### config.mk
export PLATFORM = sky130hd
export DESIGN_NAME = mul_shift_ctrl_flat
export DESIGN_NICKNAME = d
export VERILOG_FILES = /design/src/rtl/mul_shift_ctrl_pkg.sv /design/src/rtl/mul_shift_ctrl_if.sv /design/src/rtl/mul_shift_ctrl.sv /design/src/flat_wrapper.sv
export SDC_FILE = /design/constraint.sdc
export NUM_CORES = 1
export LEC_CHECK = 0
export ABC_AREA = 1
export BUFFER_PORTS_ARGS = -buffer_cell sky130_fd_sc_hd__buf_2
export CORE_MARGIN = 3
export CORE_UTILIZATION = 50
export CTS_BUF_LIST = sky130_fd_sc_hd__clkbuf_8
export CTS_CLUSTER_DIAMETER = 200
export DETAILED_ROUTE_END_ITERATION = 7
export PLACE_DENSITY_LB_ADDON = 0.08
export SLEW_MARGIN = 25
export SYNTH_ARGS = -nofsm -noshare
export SYNTH_HDL_FRONTEND = slang
export SYNTH_SLANG_ARGS = --single-unit
### constraint.sdc
create_clock -name clk -period 3.42 [get_ports clk]
set_input_delay 0.513 -clock clk [delete_from_list [all_inputs] [get_ports clk]]
set_output_delay 0.513 -clock clk [all_outputs]
set_load 0.02 [all_outputs]
### src/rtl/mul_shift_ctrl_pkg.sv
// Shared constants for the shift-add multiply controller: shift register
// mode encoding, FSM state encoding and default widths.
package mul_shift_ctrl_pkg;

    localparam int WIDTH  = 32;
    localparam int PREG_W = 2 * WIDTH + 1;

    // Mode encoding is {S1,S0} of the universal shift register
    localparam logic [1:0] MODE_HOLD = 2'b00;
    localparam logic [1:0] MODE_SHR  = 2'b01;
    localparam logic [1:0] MODE_SHL  = 2'b10;
    localparam logic [1:0] MODE_LOAD = 2'b11;

    typedef enum logic [2:0] {
        ST_IDLE,
        ST_LOAD,
        ST_ADD,
        ST_SHIFT,
        ST_DONE
    } state_t;

endpackage

### src/rtl/mul_shift_ctrl_if.sv
// Request/result signals plus the product shift register control bus
// shared between the multiply controller and its environment.
interface mul_shift_ctrl_if #(
    parameter int WIDTH = mul_shift_ctrl_pkg::WIDTH
);
    logic                 start;
    logic [WIDTH-1:0]     a;
    logic [WIDTH-1:0]     b;
    logic [2*WIDTH:0]     q;
    logic                 s1;
    logic                 s0;
    logic                 sr;
    logic                 sl;
    logic [2*WIDTH:0]     d;
    logic                 busy;
    logic                 done;
    logic [2*WIDTH-1:0]   product;

    modport master (
        output start, a, b, q,
        input  s1, s0, sr, sl, d, busy, done, product
    );

    modport slave (
        input  start, a, b, q,
        output s1, s0, sr, sl, d, busy, done, product
    );
endinterface

### src/rtl/mul_shift_ctrl.sv
// Shift-add multiply controller: sequences an external 2*WIDTH+1 bit
// universal shift register through load / conditional add / shift right.
module mul_shift_ctrl
    import mul_shift_ctrl_pkg::*;
#(
    parameter int WIDTH = mul_shift_ctrl_pkg::WIDTH,
    parameter int CNT_W = $clog2(WIDTH)
) (
    input  logic           clk,
    input  logic           rst_n,
    mul_shift_ctrl_if.slave bus
);

    localparam logic [CNT_W-1:0] LAST_CNT = CNT_W'(WIDTH - 1);

    state_t             state;
    state_t             next_state;
    logic [CNT_W-1:0]   cnt;
    logic [WIDTH-1:0]   a_q;
    logic [WIDTH-1:0]   b_q;
    logic [WIDTH:0]     sum;
    logic [1:0]         mode;
    logic [2*WIDTH:0]   d_int;
    logic               busy_int;
    logic               done_int;

    always_ff @(posedge clk or negedge rst_n) begin
        if (!rst_n) begin
            state <= ST_IDLE;
        end else begin
            state <= next_state;
        end
    end

    // Operands are latched on acceptance so the caller may change a/b freely
    always_ff @(posedge clk or negedge rst_n) begin
        if (!rst_n) begin
            cnt <= '0;
            a_q <= '0;
            b_q <= '0;
        end else begin
            case (state)
                ST_IDLE: begin
                    if (bus.start) begin
                        a_q <= bus.a;
                        b_q <= bus.b;
                    end
                end
                ST_LOAD:  cnt <= '0;
                ST_SHIFT: begin
                    if (cnt != LAST_CNT) begin
                        cnt <= cnt + 1'b1;
                    end
                end
                default: ;
            endcase
        end
    end

    always_comb begin
        next_state = state;
        case (state)
            ST_IDLE:  if (bus.start) next_state = ST_LOAD;
            ST_LOAD:  next_state = ST_ADD;
            ST_ADD:   next_state = ST_SHIFT;
            ST_SHIFT: next_state = (cnt == LAST_CNT) ? ST_DONE : ST_ADD;
            ST_DONE:  next_state = ST_IDLE;
            default:  next_state = ST_IDLE;
        endcase
    end

    // The carry of the upper-half add lands in the register's top bit
    assign sum = {1'b0, bus.q[2*WIDTH-1:WIDTH]} + {1'b0, a_q};

    always_comb begin
        mode     = MODE_HOLD;
        d_int    = '0;
        busy_int = 1'b1;
        done_int = 1'b0;
        case (state)
            ST_IDLE: busy_int = 1'b0;
            ST_LOAD: begin
                mode  = MODE_LOAD;
                d_int = {1'b0, {WIDTH{1'b0}}, b_q};
            end
            ST_ADD: begin
                if (bus.q[0]) begin
                    mode  = MODE_LOAD;
                    d_int = {sum, bus.q[WIDTH-1:0]};
                end
            end
            ST_SHIFT: mode = MODE_SHR;
            ST_DONE:  done_int = 1'b1;
            default:  busy_int = 1'b0;
        endcase
    end

    assign bus.s1      = mode[1];
    assign bus.s0      = mode[0];
    assign bus.sr      = 1'b0;
    assign bus.sl      = 1'b0;
    assign bus.d       = d_int;
    assign bus.busy    = busy_int;
    assign bus.done    = done_int;
    assign bus.product = bus.q[2*WIDTH-1:0];

endmodule

### src/flat_wrapper.sv
// flat-port wrapper written by rule: the top's interface ports become plain ports
module mul_shift_ctrl_flat import mul_shift_ctrl_pkg::*;
#(
    parameter int WIDTH = mul_shift_ctrl_pkg::WIDTH,
    parameter int CNT_W = $clog2(WIDTH)
)
  (clk, rst_n, bus_start, bus_a, bus_b, bus_q, bus_s1, bus_s0, bus_sr, bus_sl, bus_d, bus_busy, bus_done, bus_product);
  mul_shift_ctrl_if #(.WIDTH(WIDTH)) bus_i ();
  input  logic clk;
  input  logic rst_n;
  input wire logic [$bits(bus_i.start)-1:0] bus_start;
  input wire logic [$bits(bus_i.a)-1:0] bus_a;
  input wire logic [$bits(bus_i.b)-1:0] bus_b;
  input wire logic [$bits(bus_i.q)-1:0] bus_q;
  output wire logic [$bits(bus_i.s1)-1:0] bus_s1;
  output wire logic [$bits(bus_i.s0)-1:0] bus_s0;
  output wire logic [$bits(bus_i.sr)-1:0] bus_sr;
  output wire logic [$bits(bus_i.sl)-1:0] bus_sl;
  output wire logic [$bits(bus_i.d)-1:0] bus_d;
  output wire logic [$bits(bus_i.busy)-1:0] bus_busy;
  output wire logic [$bits(bus_i.done)-1:0] bus_done;
  output wire logic [$bits(bus_i.product)-1:0] bus_product;
  assign bus_i.start = bus_start;
  assign bus_i.a = bus_a;
  assign bus_i.b = bus_b;
  assign bus_i.q = bus_q;
  assign bus_s1 = bus_i.s1;
  assign bus_s0 = bus_i.s0;
  assign bus_sr = bus_i.sr;
  assign bus_sl = bus_i.sl;
  assign bus_d = bus_i.d;
  assign bus_busy = bus_i.busy;
  assign bus_done = bus_i.done;
  assign bus_product = bus_i.product;
  mul_shift_ctrl #(.WIDTH(WIDTH), .CNT_W(CNT_W)) u_core (.clk(clk), .rst_n(rst_n), .bus(bus_i));
endmodule
Word level (Yosys, flattened, before mapping) --
Cells that the tools add are included.
Storage, ports and cells: register bits 72, input bits 132, output and inout bits 135, word-level logic and storage cells 30
Operators by class: add/subtract/negate cells 2, eq/ne operators 8, muxes and demuxes 11, reductions and logical operators 5
Operators with widths (number):
- $pmux 65 s2 | 1
- $mux 65 | 1
- $add 32x32->33 | 1
- $pmux 3 s4 | 1
- $pmux 5 s2 | 1
- $eq 3x2->1 const B | 2
- $mux 3 | 2
- $pmux 2 s3 | 1
- $add 5x1->5 const B | 1
- $eq 5x5->1 const B | 1
- $mux 5 | 1
- $ne 5x5->1 const B | 1
- $reduce_and 2->1 | 2
- $reduce_or 4->1 | 1
- $eq 3x1->1 const B | 1
- $eq 3x3->1 const B | 1
- $logic_not 3->1 | 1
- $mux 1 | 2
- $mux 2 | 1
- $ne 2x1->1 const B | 1
- $ne 2x2->1 const B | 1
- $reduce_bool 2->1 | 1

Longest topological paths before layout --
Gate-level depths: netlist of the first run.
word-level depth 3, mapped depth 12, depth with buffers taken out 12

Least setup slack after synthesis of the first run --
OpenSTA, ideal clock, no wires.
path kind input -> output, from in bus_q[32], to out bus_d[56], data arrival time 2.034 ns, data required time 2.907 ns, path slack 0.873 ns, stages 11, path buffers 0, path through ha_1 -> fa_1 -> nand3_1 -> nand3_1 -> nand2_1 -> nand2_1 -> nand3_1 -> nand3_1 -> nand2_1 -> inv_1 -> nor2_1
On the way: longest elaborated chain between the ends 3
Ends and longest elaborated chain:
- start, declared | RTL line flat_wrapper.sv:14 | input wire logic [$bits(bus_i.q)-1:0] bus_q;
- $add 32x32->33 | RTL line mul_shift_ctrl.sv:73 | assign sum = {1'b0, bus.q[2*WIDTH-1:WIDTH]} + {1'b0, a_q};
- $mux 65 | RTL line mul_shift_ctrl.sv:87 | if (bus.q[0]) begin
- $pmux 65 s2 | RTL line mul_shift_ctrl.sv:80 | case (state)
- end, declared | RTL line flat_wrapper.sv:19 | output wire logic [$bits(bus_i.d)-1:0] bus_d;
Every way passes these cells.

Worst setup path in the final report of the first run --
from reg u_core.a_q[0], to out bus_d[52]
On the way: longest elaborated chain between the ends 3
Ends and longest elaborated chain:
- start, declared | RTL line mul_shift_ctrl.sv:19 | logic [WIDTH-1:0] a_q;
- start signal, assigned | RTL line mul_shift_ctrl.sv:45 | a_q <= bus.a;
- $add 32x32->33 | RTL line mul_shift_ctrl.sv:73
- $mux 65 | RTL line mul_shift_ctrl.sv:87
- $pmux 65 s2 | RTL line mul_shift_ctrl.sv:80
Every way passes these cells.

==> results of run 1 <==
[per-stage QoR]
step / utilization (%) / area, sq um
floorplan: - / 6280
global placement: 59.3 / 7210
detailed placement: 59.3 / 7210
CTS: 61.1 / 7430
global route: 61.1 / 7430
finish: 61.1 / 7430
[power by group]
group / leakage, uW / internal, uW / total [uW] / switching [uW]
clock: 0.000114 / 428 / 779 / 350
sequential: 0.000861 / 1270 / 1540 / 266
combinational: 0.00340 / 1620 / 4120 / 2510
total: 0.00437 / 3320 / 6440 / 3120
[sequential cells by signal, summed over array words and instances, names as in the netlist]
| name | flops |
|---|---|
| u_core.a_q | 32 |
| u_core.b_q | 32 |
| u_core.cnt | 5 |
| u_core.state | 3 |
[logic make-up after synthesis]
logic type,after synthesis,synth area share [%]
AOI/OAI and AO/OA,104,10.4
muxes,64,12.3
and+or+nand+nor,357,23.8
DFF,72,28.7
adders and majority gates,35,7.10
buffers and inverters,203,17.3
other,1,0.0598
xor gates and xnor gates,2,0.279
[critical path, stage by stage (launching register included)]
cell,delay [ns]
sky130_fd_sc_hd__dfrtp_1,0.39
sky130_fd_sc_hd__ha_1,0.23
sky130_fd_sc_hd__fa_1,0.45
sky130_fd_sc_hd__nand3_1,0.10
sky130_fd_sc_hd__nand3_1,0.15
sky130_fd_sc_hd__nand3_1,0.11
sky130_fd_sc_hd__nand3_1,0.17
sky130_fd_sc_hd__nand2_1,0.10
sky130_fd_sc_hd__nand2_1,0.10
sky130_fd_sc_hd__nand2_1,0.07
sky130_fd_sc_hd__nand2_1,0.05
sky130_fd_sc_hd__nor2_1,0.09
sky130_fd_sc_hd__buf_2,0.17
[routing by layer]
metal,up-vias,GRT usage [%],part of all wire [%]
li1,3024,-,-
met1,2599,29.9,43
met2,185,41.6,48
met3,22,6.63,7.1
met4,2,6.89,1.8
met5,-,0,0.076
[final timing paths]
kind                                 startpoint              to  slack [ns]  cells after the start
worst max-delay path              u_core.a_q[0]       bus_d[52]        0.37                     12
min in group clk                      bus_a[25]  u_core.a_q[25]        0.37                      2
worst min register to register    u_core.b_q[0]   u_core.b_q[0]        0.51                      1
worst min-delay path                      rst_n   u_core.a_q[4]        0.27                      1
worst max register to register  u_core.state[1]  u_core.b_q[15]        1.50                      4
max in group asynchronous                 rst_n  u_core.b_q[14]        2.55                      1
[cell type report]
cell class              count  area share (%)
clock buffers              10            1.85
clock inverters             5            1.09
inverters                 121            6.11
multi-input cells         564            45.6
flip-flops and latches     72            24.3
well taps                 168            2.83
repair buffers            268            18.3
[cells in the final DEF (no fill, tap or decap), types with 2 or more instances in the layout]
cell	Yosys	final
sky130_fd_sc_hd__buf_2	3	262
sky130_fd_sc_hd__conb_1	1	2
sky130_fd_sc_hd__bufinv_16	0	2
sky130_fd_sc_hd__dfrtp_1	72	72
sky130_fd_sc_hd__clkbuf_8	0	10
sky130_fd_sc_hd__nand4_1	5	5
sky130_fd_sc_hd__mux2_4	14	14
sky130_fd_sc_hd__nor2_2	6	6
sky130_fd_sc_hd__mux2_2	50	50
sky130_fd_sc_hd__nor2_1	62	62
sky130_fd_sc_hd__and2_1	6	6
sky130_fd_sc_hd__a21oi_1	47	47
sky130_fd_sc_hd__nand3_1	38	38
sky130_fd_sc_hd__nor3_1	7	7
sky130_fd_sc_hd__ha_1	34	34
sky130_fd_sc_hd__nand2_2	6	6
sky130_fd_sc_hd__buf_4	72	6
sky130_fd_sc_hd__o21ai_1	2	2
sky130_fd_sc_hd__o21bai_1	4	4
sky130_fd_sc_hd__inv_1	118	119
sky130_fd_sc_hd__o21ai_0	18	18
sky130_fd_sc_hd__inv_2	3	3
sky130_fd_sc_hd__nand2_1	222	222
sky130_fd_sc_hd__a22o_1	31	31
==> impl_metrics.csv, run 1 <==
group,metric,value,unit
status,outcome,"finished clean",
detailed_routing,num_vias,5832,
sta,fin_setup_tns,0,ns
critical_path,worst_ep_arrival,2.54,ns
sta,final.setup_skew,0.00860,ns
run,max_cap_viol_count,0,
synthesis,synth_cell_types,33,
cts,clock_insertion_delay_worst_skew,0.36,ns
pwr,vdd.ir_drop.worst,0.400,mV
synthesis,post_synth_edffs,0,
cells_and_area,final_nets,1203,
grt,largest_net_degree_at_the_start_of_global_routing,73,
sta,tightest_slew,0.903,ns
detailed_routing,drt_iter0_markers,279,
critical_path,crit_fanout,4,
cells_and_area,drive_gt1_share,35.2,%
placed_design,gpl.final_weighted_congestion,0.901,
synthesis,cell_with_the_most_instances_after_synthesis,"sky130_fd_sc_hd__nand2_1",
synthesis,ys_async_sr_fraction,100,%
synthesis,synth_sequential_area_ratio,28.7,%
cells_and_area,area.growth.synth_to_final,18.4,%
cells_and_area,final.fill_count,1211,
synthesis,synth_ff_type,"sky130_fd_sc_hd__dfrtp_1",
cts,cts_buffers,9,
detailed_routing,drc,0,
critical_path,startpoint_type,"flip-flop",
cts,ctsResizeCount,0,
synthesis,synth_area_leaders,"sky130_fd_sc_hd__dfrtp_1 (29%), sky130_fd_sc_hd__nand2_1 (13%), sky130_fd_sc_hd__mux2_2 (9.0%)",
cts,cts_root_buf,"sky130_fd_sc_hd__clkbuf_8",
sta,whs,0.270,ns
sta,timing.final.setup_violations,0,
synthesis,syn_inst,838,
critical_path,criticalPathCategory,"reg -> out",
detailed_routing,firstDrtPassIters,5,
synthesis,synth_area,6270,sq um
floorplan,chip_width,118,microns
detailed_routing,drt-wirelength-per-cell,14.1,microns
grt,gr-usage-all-layers,24.2,%
grt,global_route_wire_length_before_repair,27.3,mm
detailed_routing,via_per_inst,4.83,
pwr,power_leakage,0.00437,uW
critical_path,critical_path.endpoint_type,"output port",
sta,finalCriticalPeriod,3.05,ns
cts,cts_setup_buffers,0,
cts,cts.htree.levels,3,
floorplan,top_level_ports,267,
floorplan,die_height,118,microns
synthesis,yosys.area.top_type,"sky130_fd_sc_hd__dfrtp_1",
detailed_routing,wl,17.0,mm
sta,slew_headroom,39.8,%
grt,grt-ovfl-total,0,
sta,post-route-worst-setup-slack,0.365,ns
cts,max-clock-path-buffers,2,
cells_and_area,fin_cells,1208,
cts,tritoncts_num_sinks,72,
critical_path,worst-endpoint-required,2.91,ns
cells_and_area,layout.area.seq,1800,sq um
sta,period_share,89.3,%
cts,cts_hold_buffers,0,
synthesis,synth_top_area_share,28.7,%
floorplan,initial_utilization,51.6,%
pwr,total_power,6440,uW
synthesis,synth.cells.most_frequent,"sky130_fd_sc_hd__nand2_1 (222), sky130_fd_sc_hd__inv_1 (118), sky130_fd_sc_hd__buf_4 (72), sky130_fd_sc_hd__dfrtp_1 (72), sky130_fd_sc_hd__nor2_1 (62)",
cts,cts_tree,"yes",
placed_design,preCtsSetupSlack,0.515,ns
sta,hold_viol,0,
floorplan,core,12200,sq um
placed_design,place_inst,1193,
sta,finalMaxSlewViolations,0,
grt,first_global_vias,5622,
synthesis,yosys_reg_bits,72,
placed_design,hpwl,13.8,mm
sta,fmaxAchievable,327,MHz
placed_design,port_buffers,263,
synthesis,avgSynthCellArea,7.49,sq um
cells_and_area,num_antenna_cells,0,
floorplan,dieArea,13900,sq um
detailed_routing,final_antenna_net_count,0,
cts,clk_pin_slew,0.08,ns
floorplan,placementRows,40,
cells_and_area,multi_input_gate_area,3390,sq um
synthesis,ys.warnings.count,0,
pwr,power_density,867,nW/um^2
grt,antenna_violations_before_repair,1,
sta,grt_setup_unrepaired,"no",
worst_hold_path,hp-class,"in -> async",
(Power assumes the default switching activity.)
==> inputs of run 2 (changes only) <==
clock period = 3.1 ns   (was 3.42 ns; I/O delays follow)
==> run 2 against run 1 <==
Effect of this change:
- sequential power rose by 10%
- worst hold slack improved by 0.057 ns
- total power grew 9.4%
- critical path depth stayed put
- sequential share of layout area shrank 0.085 points
- highest routed layer unchanged
- clock power up 0.5%
- design area rose by 0.35%
- critical path type unchanged
- cell count up 0.50%
- utilization grew 0.22 points
- register-to-register slack worse by 0.37 ns
- global-route usage increased by 0.30 points
==> impl_metrics.csv, run 2 (synthesized netlist as in run 1, its figures left out) <==
group,metric,value,unit
detailed_routing,drt_iter0_markers,261,
sta,slew_headroom,63.6,%
cts,max-clock-path-buffers,2,
sta,whs,0.328,ns
detailed_routing,final_antenna_net_count,0,
sta,fin_setup_tns,0,ns
status,outcome,"finished clean",
cts,cts_buffers,9,
cts,tritoncts_num_sinks,72,
worst_hold_path,hp-class,"in -> reg",
cts,cts.htree.levels,3,
cts,clk_pin_slew,0.09,ns
cells_and_area,multi_input_gate_area,3390,sq um
cells_and_area,drive_gt1_share,35.3,%
cts,clock_insertion_delay_worst_skew,0.36,ns
grt,grt-ovfl-total,0,
pwr,vdd.ir_drop.worst,0.513,mV
critical_path,worst-endpoint-required,2.63,ns
detailed_routing,num_vias,5853,
critical_path,startpoint_type,"flip-flop",
critical_path,crit_path_start,"u_core.a_q[0]",
sta,finalMaxSlewViolations,0,
detailed_routing,via_per_inst,4.82,
floorplan,core,12200,sq um
floorplan,top_level_ports,267,
sta,timing.final.setup_violations,0,
critical_path,criticalPathCategory,"reg -> out",
pwr,power_density,945,nW/um^2
run,max_cap_viol_count,0,
sta,fmaxAchievable,346,MHz
pwr,power_leakage,0.00438,uW
sta,hold_viol,0,
cells_and_area,stdcell_area,7460,sq um
floorplan,chip_width,118,microns
cells_and_area,area.growth.synth_to_final,18.8,%
floorplan,die_height,118,microns
sta,finalCriticalPeriod,2.89,ns
worst_hold_path,hold_path.startpoint,"bus_a[25]",
cts,cts_tree,"yes",
grt,first_global_vias,5661,
detailed_routing,wl,17.3,mm
pwr,total_power,7040,uW
placed_design,hpwl,13.9,mm
sta,period_share,93.3,%
grt,largest_net_degree_at_the_start_of_global_routing,73,
floorplan,dieArea,13900,sq um
cells_and_area,largest_registers,"u_core.a_q x32, u_core.b_q x32, u_core.cnt x5",
cells_and_area,final_nets,1205,
grt,gr-usage-all-layers,24.5,%
floorplan,placementRows,40,
sta,grt_setup_unrepaired,"no",
cts,cts_setup_buffers,0,
cells_and_area,final.fill_count,1223,
grt,antenna_violations_before_repair,4,
critical_path,critical_path.endpoint_type,"output port",
detailed_routing,drt-wirelength-per-cell,14.2,microns
critical_path,worst_ep_arrival,2.43,ns
placed_design,port_buffers,263,
sta,final.setup_skew,0.00508,ns
sta,tightest_slew,0.546,ns
critical_path,crit_fanout,4,
critical_path,worst_r2r_startpoint,"u_core.state[1]",
cells_and_area,most_common_library_cell_in_the_layout_ignoring_fill_and_taps,"sky130_fd_sc_hd__buf_2",
placed_design,preCtsSetupSlack,0.321,ns
sta,post-route-worst-setup-slack,0.207,ns
detailed_routing,drc,0,
grt,global_route_wire_length_before_repair,27.6,mm
cts,cts_root_buf,"sky130_fd_sc_hd__clkbuf_8",
detailed_routing,firstDrtPassIters,5,
floorplan,initial_utilization,51.6,%
cells_and_area,layout.area.seq,1800,sq um
placed_design,gpl.final_weighted_congestion,0.902,
placed_design,dpl-instance-area,7210,sq um
cells_and_area,final_cell_mix,"sky130_fd_sc_hd__buf_2 (262), sky130_fd_sc_hd__nand2_1 (222), sky130_fd_sc_hd__inv_1 (120), sky130_fd_sc_hd__dfrtp_1 (72), sky130_fd_sc_hd__nor2_1 (62)",
run 2: worst paths after layout:
| path | to | slack [ns] | depth (start not counted) |
|---|---|---|---|
| max | bus_d[52] | 0.21 | 12 |
| min | u_core.a_q[25] | 0.33 | 2 |
| max reg2reg | u_core.b_q[16] | 1.13 | 4 |
| min reg2reg | u_core.cnt[4] | 0.50 | 2 |
| max in group asynchronous | u_core.a_q[31] | 2.01 | 3 |
| min in group asynchronous | u_core.a_q[4] | 0.53 | 2 |
run 2: area by class of cell:
cell class / instances / area share [%]
antenna: 3 / 0.101
inverter: 121 / 6.09
sequential: 72 / 24.2
clock inverter: 6 / 0.806
tap: 168 / 2.82
multi-input combinational: 564 / 45.5
clock buffer: 10 / 1.85
timing repair buffer: 270 / 18.7
run 2: per-layer routing:
| layer | vias up | wire [microns] | global-route usage [%] |
|---|---|---|---|
| li1 | 3028 | - | - |
| met5 | - | 7 | 0 |
| met1 | 2602 | 7310 | 29.9 |
| met4 | 2 | 381 | 7.84 |
| met3 | 27 | 1320 | 7.69 |
| met2 | 194 | 8230 | 41.3 |
run 2: report_power, final:
group	internal, uW	switching (uW)	leakage (uW)
combinational	1790	2770	0.00341
sequential	1400	299	0.000861
clock	392	392	0.000109
total	3580	3460	0.00438
run 2: critical path, cell delays in order (launching register included):
cell and delay [ns]:
sky130_fd_sc_hd__dfrtp_1 0.39, sky130_fd_sc_hd__ha_1 0.23, sky130_fd_sc_hd__fa_2 0.39, sky130_fd_sc_hd__nand3_1 0.08, sky130_fd_sc_hd__nand3_1 0.14, sky130_fd_sc_hd__nand3_1 0.12
sky130_fd_sc_hd__nand3_1 0.16, sky130_fd_sc_hd__nand2_1 0.10, sky130_fd_sc_hd__nand2_1 0.10, sky130_fd_sc_hd__nand2_1 0.07, sky130_fd_sc_hd__nand2_1 0.04, sky130_fd_sc_hd__nor2_1 0.08
sky130_fd_sc_hd__buf_2 0.17
run 2: stage by stage:
step / utilization, % / instances
after detailed placement: 59.3 / 1193
final: 61.3 / 1214
after global routing: 61.3 / 1214
after CTS: 60.9 / 1209
after global placement: 59.3 / 1193
after floorplan: - / 839
run 2: what timing repair did:
item / in CTS / in global routing
hold endpoints to repair: 0 / 18
endpoints found under the setup margin: 0 / 3
hold buffers: 0 / 1
resized for setup: 0 / 1
